--- config.mk ---
export PLATFORM = sky130hd
export DESIGN_NAME = width_conv_fifo_flat
export DESIGN_NICKNAME = d
export VERILOG_FILES = /design/src/rtl/width_conv_fifo_if.sv /design/src/rtl/width_conv_fifo.sv /design/src/flat_wrapper.sv
export SDC_FILE = /design/constraint.sdc
export NUM_CORES = 1
export LEC_CHECK = 0
export CORE_AREA = 4 4 91 76
export DETAILED_ROUTE_END_ITERATION = 10
export DIE_AREA = 0 0 95 80
export GPL_TIMING_DRIVEN = 0
export PLACE_DENSITY = 0.85
export SLEW_MARGIN = 20
export SYNTH_ARGS = -nofsm -noshare
export SYNTH_HDL_FRONTEND = slang
export SYNTH_SLANG_ARGS = --single-unit
export TNS_END_PERCENT = 30
--- constraint.sdc ---
create_clock -name clk -period 4.05 [get_ports clk]
set_clock_uncertainty 0.2 [all_clocks]
set_input_delay 0.81 -clock clk [delete_from_list [all_inputs] [get_ports clk]]
set_output_delay 0.81 -clock clk [all_outputs]
set_load 0.01 [all_outputs]
--- src/rtl/width_conv_fifo_if.sv ---
// Handshake/status bundle for width_conv_fifo. With WCFIFO_ERR_EN defined the
// sticky overflow/underflow flags are carried as well.
interface width_conv_fifo_if #(
  parameter int IN_W  = 8,
  parameter int OUT_W = 4,
  parameter int DEPTH = 8
);
  localparam int AW = $clog2(DEPTH);

  logic             input_valid;
  logic             output_enable;
  logic [IN_W-1:0]  data_in;
  logic [OUT_W-1:0] data_out;
  logic             output_valid;
  logic             full;
  logic             empty;
  logic [AW:0]      level;
`ifdef WCFIFO_ERR_EN
  logic             overflow;
  logic             underflow;

  modport master (
    output input_valid, output_enable, data_in,
    input  data_out, output_valid, full, empty, level, overflow, underflow
  );
  modport slave (
    input  input_valid, output_enable, data_in,
    output data_out, output_valid, full, empty, level, overflow, underflow
  );
`else
  modport master (
    output input_valid, output_enable, data_in,
    input  data_out, output_valid, full, empty, level
  );
  modport slave (
    input  input_valid, output_enable, data_in,
    output data_out, output_valid, full, empty, level
  );
`endif
endinterface

--- src/rtl/width_conv_fifo.sv ---
// Synchronous FIFO taking IN_W-bit words and returning OUT_W-bit slices, LS slice first.
// Optional sticky overflow/underflow flags are built when WCFIFO_ERR_EN is defined.
module width_conv_fifo #(
  parameter int IN_W  = 8,
  parameter int OUT_W = 4,
  parameter int DEPTH = 8
) (
  input logic              clk,
  input logic              rstn,
  width_conv_fifo_if.slave bus
);
  localparam int RATIO = IN_W / OUT_W;
  localparam int AW    = $clog2(DEPTH);
  localparam int LW    = AW + 1;
  localparam int SW    = (RATIO > 1) ? $clog2(RATIO) : 1;
  localparam logic [SW-1:0] SIDX_LAST = SW'(RATIO - 1);
  localparam logic [LW-1:0] LVL_FULL  = LW'(DEPTH);

  logic [IN_W-1:0]  mem [DEPTH];
  logic [AW-1:0]    wr_ptr_q, wr_ptr_d;
  logic [AW-1:0]    rd_ptr_q, rd_ptr_d;
  logic [SW-1:0]    sidx_q, sidx_d;
  logic [LW-1:0]    level_q, level_d;
  logic [OUT_W-1:0] dout_q, dout_d;
  logic             oval_q, oval_d;

  logic             full, empty;
  logic             wr_en, rd_en, rd_free;
  logic [IN_W-1:0]  rd_word;
  logic [OUT_W-1:0] rd_slice;

  // Status comes from the registered level, so a freeing read never unblocks a same-cycle write.
  assign full    = (level_q == LVL_FULL);
  assign empty   = (level_q == '0);
  assign wr_en   = bus.input_valid && !full;
  assign rd_en   = bus.output_enable && !empty;
  assign rd_free = rd_en && (sidx_q == SIDX_LAST);

  assign rd_word  = mem[rd_ptr_q];
  assign rd_slice = rd_word[sidx_q*OUT_W +: OUT_W];

  always_comb begin
    wr_ptr_d = wr_ptr_q;
    rd_ptr_d = rd_ptr_q;
    sidx_d   = sidx_q;
    level_d  = level_q;
    dout_d   = dout_q;
    oval_d   = 1'b0;

    if (wr_en) begin
      wr_ptr_d = wr_ptr_q + 1'b1;
    end

    if (rd_en) begin
      dout_d = rd_slice;
      oval_d = 1'b1;
      if (rd_free) begin
        sidx_d   = '0;
        rd_ptr_d = rd_ptr_q + 1'b1;
      end else begin
        sidx_d = sidx_q + 1'b1;
      end
    end

    case ({wr_en, rd_free})
      2'b10:   level_d = level_q + 1'b1;
      2'b01:   level_d = level_q - 1'b1;
      default: level_d = level_q;
    endcase
  end

  always_ff @(posedge clk or negedge rstn) begin
    if (!rstn) begin
      wr_ptr_q <= '0;
      rd_ptr_q <= '0;
      sidx_q   <= '0;
      level_q  <= '0;
      dout_q   <= '0;
      oval_q   <= 1'b0;
    end else begin
      wr_ptr_q <= wr_ptr_d;
      rd_ptr_q <= rd_ptr_d;
      sidx_q   <= sidx_d;
      level_q  <= level_d;
      dout_q   <= dout_d;
      oval_q   <= oval_d;
    end
  end

  // Storage is deliberately left unreset.
  always_ff @(posedge clk) begin
    if (wr_en) begin
      mem[wr_ptr_q] <= bus.data_in;
    end
  end

  assign bus.data_out     = dout_q;
  assign bus.output_valid = oval_q;
  assign bus.full         = full;
  assign bus.empty        = empty;
  assign bus.level        = level_q;

`ifdef WCFIFO_ERR_EN
  logic ovf_q, unf_q;

  always_ff @(posedge clk or negedge rstn) begin
    if (!rstn) begin
      ovf_q <= 1'b0;
      unf_q <= 1'b0;
    end else begin
      if (bus.input_valid && full)    ovf_q <= 1'b1;
      if (bus.output_enable && empty) unf_q <= 1'b1;
    end
  end

  assign bus.overflow  = ovf_q;
  assign bus.underflow = unf_q;
`endif
endmodule
--- src/flat_wrapper.sv ---
// flat-port wrapper written by rule: the top's interface ports become plain ports
module width_conv_fifo_flat 
#(
  parameter int IN_W  = 8,
  parameter int OUT_W = 4,
  parameter int DEPTH = 8
)
  (clk, rstn, bus_input_valid, bus_output_enable, bus_data_in, bus_data_out, bus_output_valid, bus_full, bus_empty, bus_level);
  width_conv_fifo_if #(.IN_W(IN_W), .OUT_W(OUT_W), .DEPTH(DEPTH)) bus_i ();
  input logic clk;
  input logic rstn;
  input wire logic [$bits(bus_i.input_valid)-1:0] bus_input_valid;
  input wire logic [$bits(bus_i.output_enable)-1:0] bus_output_enable;
  input wire logic [$bits(bus_i.data_in)-1:0] bus_data_in;
  output wire logic [$bits(bus_i.data_out)-1:0] bus_data_out;
  output wire logic [$bits(bus_i.output_valid)-1:0] bus_output_valid;
  output wire logic [$bits(bus_i.full)-1:0] bus_full;
  output wire logic [$bits(bus_i.empty)-1:0] bus_empty;
  output wire logic [$bits(bus_i.level)-1:0] bus_level;
  assign bus_i.input_valid = bus_input_valid;
  assign bus_i.output_enable = bus_output_enable;
  assign bus_i.data_in = bus_data_in;
  assign bus_data_out = bus_i.data_out;
  assign bus_output_valid = bus_i.output_valid;
  assign bus_full = bus_i.full;
  assign bus_empty = bus_i.empty;
  assign bus_level = bus_i.level;
  width_conv_fifo #(.IN_W(IN_W), .OUT_W(OUT_W), .DEPTH(DEPTH)) u_core (.clk(clk), .rstn(rstn), .bus(bus_i));
endmodule
==> metrics.md, run 1 <==
| Metric | Value |
|---|---|
| Post-route minimum period | `3060 ps` |
| Cell count after synthesis | `171` |
| RSZ-0062 raised after global routing | `false` |
| All-Layer GR Usage | `about 17%` |
| Ports | `23` |
| Largest net degree at the start of global routing | `17` |
| DRT iter0 DRCs | `92` |
| IO Port Bufs | `22` |
| Number of flops mapped to enable cells by yosys | `64` |
| Layout Nets | `222` |
| DRT Pass-1 Iters | `4` |
| Final worst slack | `986 ps` |
| Initial Utilization | `55.0%` |
| Share of layout cells above drive strength 1 | `between 20% and 30%` |
| Reg area | `2320 um2` |
| Cell Pwr Density | `709 nW/um2` |
| Crit. End Element | `register` |
| Ranking of synthesized cells by area | `edfxtp_1, dfrtp_1, mux4_2` |
| Final setup fails | `0` |
| Routed vias | `1635` |
| Area grow syn2layout | `17.6%` |
| Met3 wire length | `about 340 um` |
| Via/cell ratio | `approximately 5.6` |
| Multi-input logic area | `approximately 900 um2` |
| Worst setup SP type | `input pin` |
| Yosys reg bits | `80` |
| Max VDD drop | `0.379 mV` |
| Post-CTS resize count | `0` |
| Logic pwr share | `approximately 33%` |
| Yosys top cell area share | `59.4%` |
| Register area share after synthesis | `71.8%` |
| Drt wl/cell | `slightly below 20 um` |
| DIE WIDTH | `95 um` |
| Sw Pwr | `842 uW` |
| Mean Syn Cell Area | `18.9 um2` |
| Switching Fraction | `31.2%` |
| Initial antenna violation count | `0` |
| Row count | `25` |
| Routability cong. | `0.791` |
| Number of remaining DRC errors | `0` |
| Seq pwr share | `44.2%` |
| Top routing layer in use | `met4` |
| Net count after synthesis | `188` |
| Clock Pin Slew Worst Setup and Hold Paths | `80 ps` |
| Diodes inserted | `0` |
| Worst EP arrival | `3090 ps` |
| Final ANT Viol Nets | `0` |
| Ys Warns | `0` |
| Top-count cell post-synth | `edfxtp_1` |
| FMAX | `326 MHz` |
| Final setup TNS | `0 ps` |
| Core ar. | `5880 um2` |
| Util after Layout | `64.7%` |
| Fillcell total | `418` |
| Pin slew with the least headroom to its limit | `895 ps` |
| Routed Wire Length | `between 5 and 6 mm` |
| CP required | `roughly 4000 ps` |
| Fin area | `3800 um2` |
| First-pass GRT wire length | `9.14 mm` |
| CTS Hold Bufs | `0` |
| Yosys cell types | `31` |
| Clock sinks | `80` |
| Placed cell area | `3590 um2` |
| Met1 wire length | `between 2 and 3 mm` |
| Die height | `80 um` |
| Async S/R FF share, synth | `20.0%` |
| Clk root buf | `clkbuf_8` |
| Pre-CTS setup slack | `597 ps` |
| Die Area | `7600 um2` |
| TritonCTS Buffers | `9` |
| Slew headroom | `40.0%` |
| Top_reg_cell synth | `edfxtp_1` |
| Post-CTS setup buffers | `0` |
| Post-DP HPWL | `between 3 and 4 mm` |
| Metal2 WL | `2.68 mm` |
| Largest area contributor in the netlist | `edfxtp_1` |
| CP Class | `in -> reg` |
| GRT overflow | `0` |
| CTS tree | `done` |
| Vias in the first global route | `1711` |
| Clock share of power | `23.2%` |
| Status | `finished clean` |
| Final period util | `about three quarters` |
| Most common library cells after synthesis | `edfxtp_1, dfrtp_1, mux4_2, nand2_1, mux2i_1` |
| Max cap viols | `0` |
| Mapped Area | `3230 um2` |
| Pleak | `1.34 nW` |
| CTS H-Tree Depth | `3` |
| Pins Over Slew Limit | `0` |
| Final hold vios | `0` |
| Clk_lat worst skew | `350 ps` |
| Critical Path Fanout Max | `6` |
| Clock Tree Buf Depth | `2` |
| Internal power | `around 1.9 mW` |
| HP Class | `reg -> reg` |
-- path summary, 6_finish.rpt --
path                                        start                      to  slack (ps)  depth (start not counted)
min in group asynchronous                    rstn     u_core.bus.level[1]         690                          1
max                               bus_input_valid     u_core.bus.level[2]         990                         10
max in group asynchronous                    rstn      u_core.rd_ptr_q[0]        2500                          1
min                        u_core.bus.data_out[3]  u_core.bus.data_out[3]         290                          2
min reg2reg                u_core.bus.data_out[3]  u_core.bus.data_out[3]         290                          2
max reg2reg                   u_core.bus.level[0]     u_core.bus.level[2]        1240                         10
-- flip-flops by register name, summed over array words and instances (netlist names) --
register	flops
u_core.bus.data_out	4
u_core.bus.output_valid	1
u_core.rd_ptr_q	3
u_core.sidx_q	1
u_core.wr_ptr_q	3
u_core.mem	64
u_core.bus.level	4
-- power by group through the flow --
stage                     registers, mW  clock network (mW)  logic [mW]
final                              1.19               0.626       0.879
after global routing               1.22               0.680       0.961
after CTS                          1.19               0.641       0.892
after detailed placement           1.21                   0       0.889
after global placement             1.19                   0       0.852
after floorplan                    1.20                   0       0.585
-- worst max-delay path, cell delays in order --
cell and delay (ps):
clkdlybuf4s50_1 450, a21boi_1 390, inv_1 250, ha_1 320, xor2_1 180, ha_1 190, a21oi_1 150, xor2_1 160
nor2_1 60, xor2_1 130
-- per-stage QoR --
| step | hold WS (ps) | instances | power, mW |
|---|---|---|---|
| 6_report | 293 | 291 | 2.70 |
| 2_1_floorplan | 314 | 171 | 1.78 |
| 4_1_cts | 294 | 291 | 2.73 |
| 3_3_place_gp | 278 | 274 | 2.05 |
| 5_1_grt | 333 | 291 | 2.86 |
| 3_5_place_dp | 274 | 275 | 2.10 |
-- placed cells by master, fill, tap and decap left out, types with 2 or more instances in the layout --
cell type	count
bufinv_16	2
clkdlybuf4s50_1	22
mux4_2	16
nor2_1	4
mux2i_1	8
o221ai_1	4
xnor2_1	3
edfxtp_1	64
ha_1	5
inv_1	2
o21ai_0	2
a21oi_1	2
clkbuf_8	9
mux2_2	2
nor3_2	4
dfrtp_1	16
nand2b_1	2
buf_2	5
xor2_1	6
nand2_1	11
-- cell type report --
cell class                      count  area share, %
Tap cell                           81           2.66
Inverter                            4          0.460
Clock buffer                        9           3.26
Timing Repair Buffer               23           5.92
Clock inverter                      7           2.47
Multi-Input combinational cell     81           23.4
Buffer                              6          0.822
Sequential cell                    80           61.0
-- cell families after synthesis --
group	count (synthesis)	share of synthesized area, %
flip-flops	80	71.8
AND/OR/NAND/NOR	30	4.76
XOR/XNOR	9	2.44
AO/OA/AOI/OAI	10	2.79
adder cells (fa/ha/maj)	5	1.93
buffers and inverters	10	1.51
multiplexers	27	14.8
-- routing by layer --
layer | up-vias | GRT usage (%)
met5 | - | 0
met4 | 0 | 5.33
met3 | 9 | 6.60
li1 | 742 | -
met1 | 837 | 22.7
met2 | 47 | 26.2
(Power assumes the default switching activity.)
==> run 2, diff against run 1 <==
==> constraint.sdc (replaced) <==
create_clock -name clk -period 2.9 [get_ports clk]
set_clock_uncertainty 0.2 [all_clocks]
set_input_delay 0.58 -clock clk [delete_from_list [all_inputs] [get_ports clk]]
set_output_delay 0.58 -clock clk [all_outputs]
set_load 0.01 [all_outputs]
==> metrics.md, run 2 (synthesis gave the netlist of run 1 again) <==
| Metric | Value |
|---|---|
| Area grow syn2layout | `18.3%` |
| Final setup fails | `0` |
| R2R setup slack | `240 ps` |
| Core ar. | `5880 um2` |
| Die Area | `7600 um2` |
| Max FFs per register | `64` |
| CP required | `2930 ps` |
| Routed Wire Length | `5.65 mm` |
| Routed vias | `1638` |
| Layout Nets | `224` |
| Pleak | `1.35 nW` |
| Final ANT Viol Nets | `0` |
| Largest net degree at the start of global routing | `17` |
| CP Class | `reg -> reg` |
| Max VDD drop | `about 0.53 mV` |
| Row count | `25` |
| RSZ-0062 raised after global routing | `false` |
| Final setup TNS | `0 ps` |
| Post-DP HPWL | `3.69 mm` |
| Fillcell total | `413` |
| Pins Over Slew Limit | `0` |
| Die height | `80 um` |
| Clock Pin Slew Worst Setup and Hold Paths | `80 ps` |
| Initial Utilization | `55.0%` |
| Worst setup SP type | `register` |
| Number of remaining DRC errors | `0` |
| CTS tree | `done` |
| Ports | `23` |
| Post-route minimum period | `approximately 2700 ps` |
| Via/cell ratio | `~5.6` |
| Share of layout cells above drive strength 1 | `between 20% and 30%` |
| CP max stage delay | `450 ps` |
| Pre-CTS setup slack | `-323 ps` |
| DIE WIDTH | `between 90 and 100 um` |
| Initial antenna violation count | `0` |
| RR Endpoint | `u_core.bus.level[2]` |
| Final Instance Count excl. Fillers | `293` |
| Commonest non-fill, non-tap cell in the layout | `edfxtp_1` |
| GRT overflow | `0` |
| Placed cells | `275` |
| IO Port Bufs | `22` |
| HP Class | `reg -> reg` |
| Pin slew with the least headroom to its limit | `891 ps` |
| Diodes inserted | `0` |
| Crit. End Element | `register` |
| Status | `finished clean` |
| CTS H-Tree Depth | `3` |
| Final hold vios | `0` |
| Routability cong. | `around 0.79` |
| Drt wl/cell | `around 19 um` |
| Clock Tree Buf Depth | `2` |
| Critical Path Fanout Max | `9` |
| Max cap viols | `0` |
| TritonCTS Buffers | `9` |
| WHS Path Cells | `2` |
| Clk root buf | `clkbuf_8` |
| Most used cell, CP | `xor2_1` |
| Clk_lat worst skew | `350 ps` |
| Worst EP arrival | `~2700 ps` |
| Largest reg by FF count | `u_core.mem` |
| Final worst slack | `236 ps` |
| Clock sinks | `80` |
| Vias in the first global route | `1711` |
| CP cell instances | `buf_2 > o41ai_4 > inv_2 > nand2_4 > inv_4 > ha_2 > xor2_1 > ha_1 > a21oi_1 > xor2_1 > nor2_1 > xor2_1` |
| Slew headroom | `40.3%` |
| DRT iter0 DRCs | `75` |
| Final period util | `about nine tenths` |
| R2R cell count | `12` |
| Crit-path slowest cell | `o41ai_4` |
| Tightest hold margin | `around 290 ps` |
| Total power | `3.78 mW` |
| Most frequent cells in the layout | `edfxtp_1, clkdlybuf4s50_1, mux4_2, dfrtp_1, nand2_1` |
| FMAX | `375 MHz` |
| Hold Crit Endpoint | `u_core.bus.data_out[3]` |
| Cell Pwr Density | `988 nW/um2` |
| All-Layer GR Usage | `17.1%` |
| First-pass GRT wire length | `9.14 mm` |
| DRT Pass-1 Iters | `4` |
| Min-delay src | `u_core.bus.data_out[3]` |
| Reg-to-Reg Start | `u_core.bus.level[1]` |
run 2: cell count changes in the layout (fill, tap and decap cells not counted):
cell,change
a21boi_1,-1
a21boi_2,+1
buf_4,+2
ha_1,-1
ha_2,+1
run 2: layer usage:
| layer | track usage, % | up-vias | wire length (um) |
|---|---|---|---|
| li1 | - | 744 | - |
| met1 | 22.7 | 835 | 2480 |
| met2 | 26.2 | 50 | 2690 |
| met3 | 6.60 | 9 | 404 |
| met4 | 5.33 | 0 | 68 |
| met5 | 0 | - | 0 |
run 2: timing repair:
action | 4_1_cts | 5_1_grt
hold buffers | 0 | 0
gates resized for setup | 0 | 2
buffers inserted | 0 | 2
setup endpoints to repair | 0 | 5
run 2: per-stage QoR:
step	utilization, %	cell area (um2)
after floorplan	-	3230
after global placement	60.5	3560
after detailed placement	61.0	3590
after CTS	64.7	3800
after global routing	65.1	3830
final	65.1	3830
run 2: critical path, delay by kind of cell (launching register included):
family	cells	cell delay (ps)
AOI/OAI and AO/OA	2	600
DFF	1	370
adders and majority gates	2	390
and+or+nand+nor	2	180
buffers and inverters	3	340
xor gates and xnor gates	3	460
run 2: how the worst max path moves through the flow:
stage                     slack [ps]                 from             endpoint  depth (start not counted)
after floorplan                  310  u_core.bus.level[0]  u_core.bus.level[2]                         11
after global placement          -980      bus_input_valid     u_core.mem[0][6]                          4
after detailed placement        -320      bus_input_valid  u_core.bus.level[2]                         10
after CTS                         50      bus_input_valid  u_core.bus.level[2]                         10
after global routing              30  u_core.bus.level[1]  u_core.bus.level[2]                         12
final                            240  u_core.bus.level[1]  u_core.bus.level[2]                         12
run 2: area by class of cell:
| cell class | instances | area [um2] | area share [%] |
|---|---|---|---|
| Clock inverter | 7 | 93.8 | 2.45 |
| Tap cell | 81 | 101 | 2.65 |
| Buffer | 6 | 31.3 | 0.818 |
| Sequential cell | 80 | 2320 | 60.7 |
| Clock buffer | 9 | 124 | 3.24 |
| Timing Repair Buffer | 25 | 240 | 6.28 |
| Multi-Input combinational cell | 81 | 896 | 23.4 |
| Inverter | 4 | 17.5 | 0.458 |
run 2: power by group:
group	internal, mW	switching (mW)
Sequential	1.49	0.176
Combinational	0.623	0.615
Clock	0.484	0.390
Total	2.60	1.18
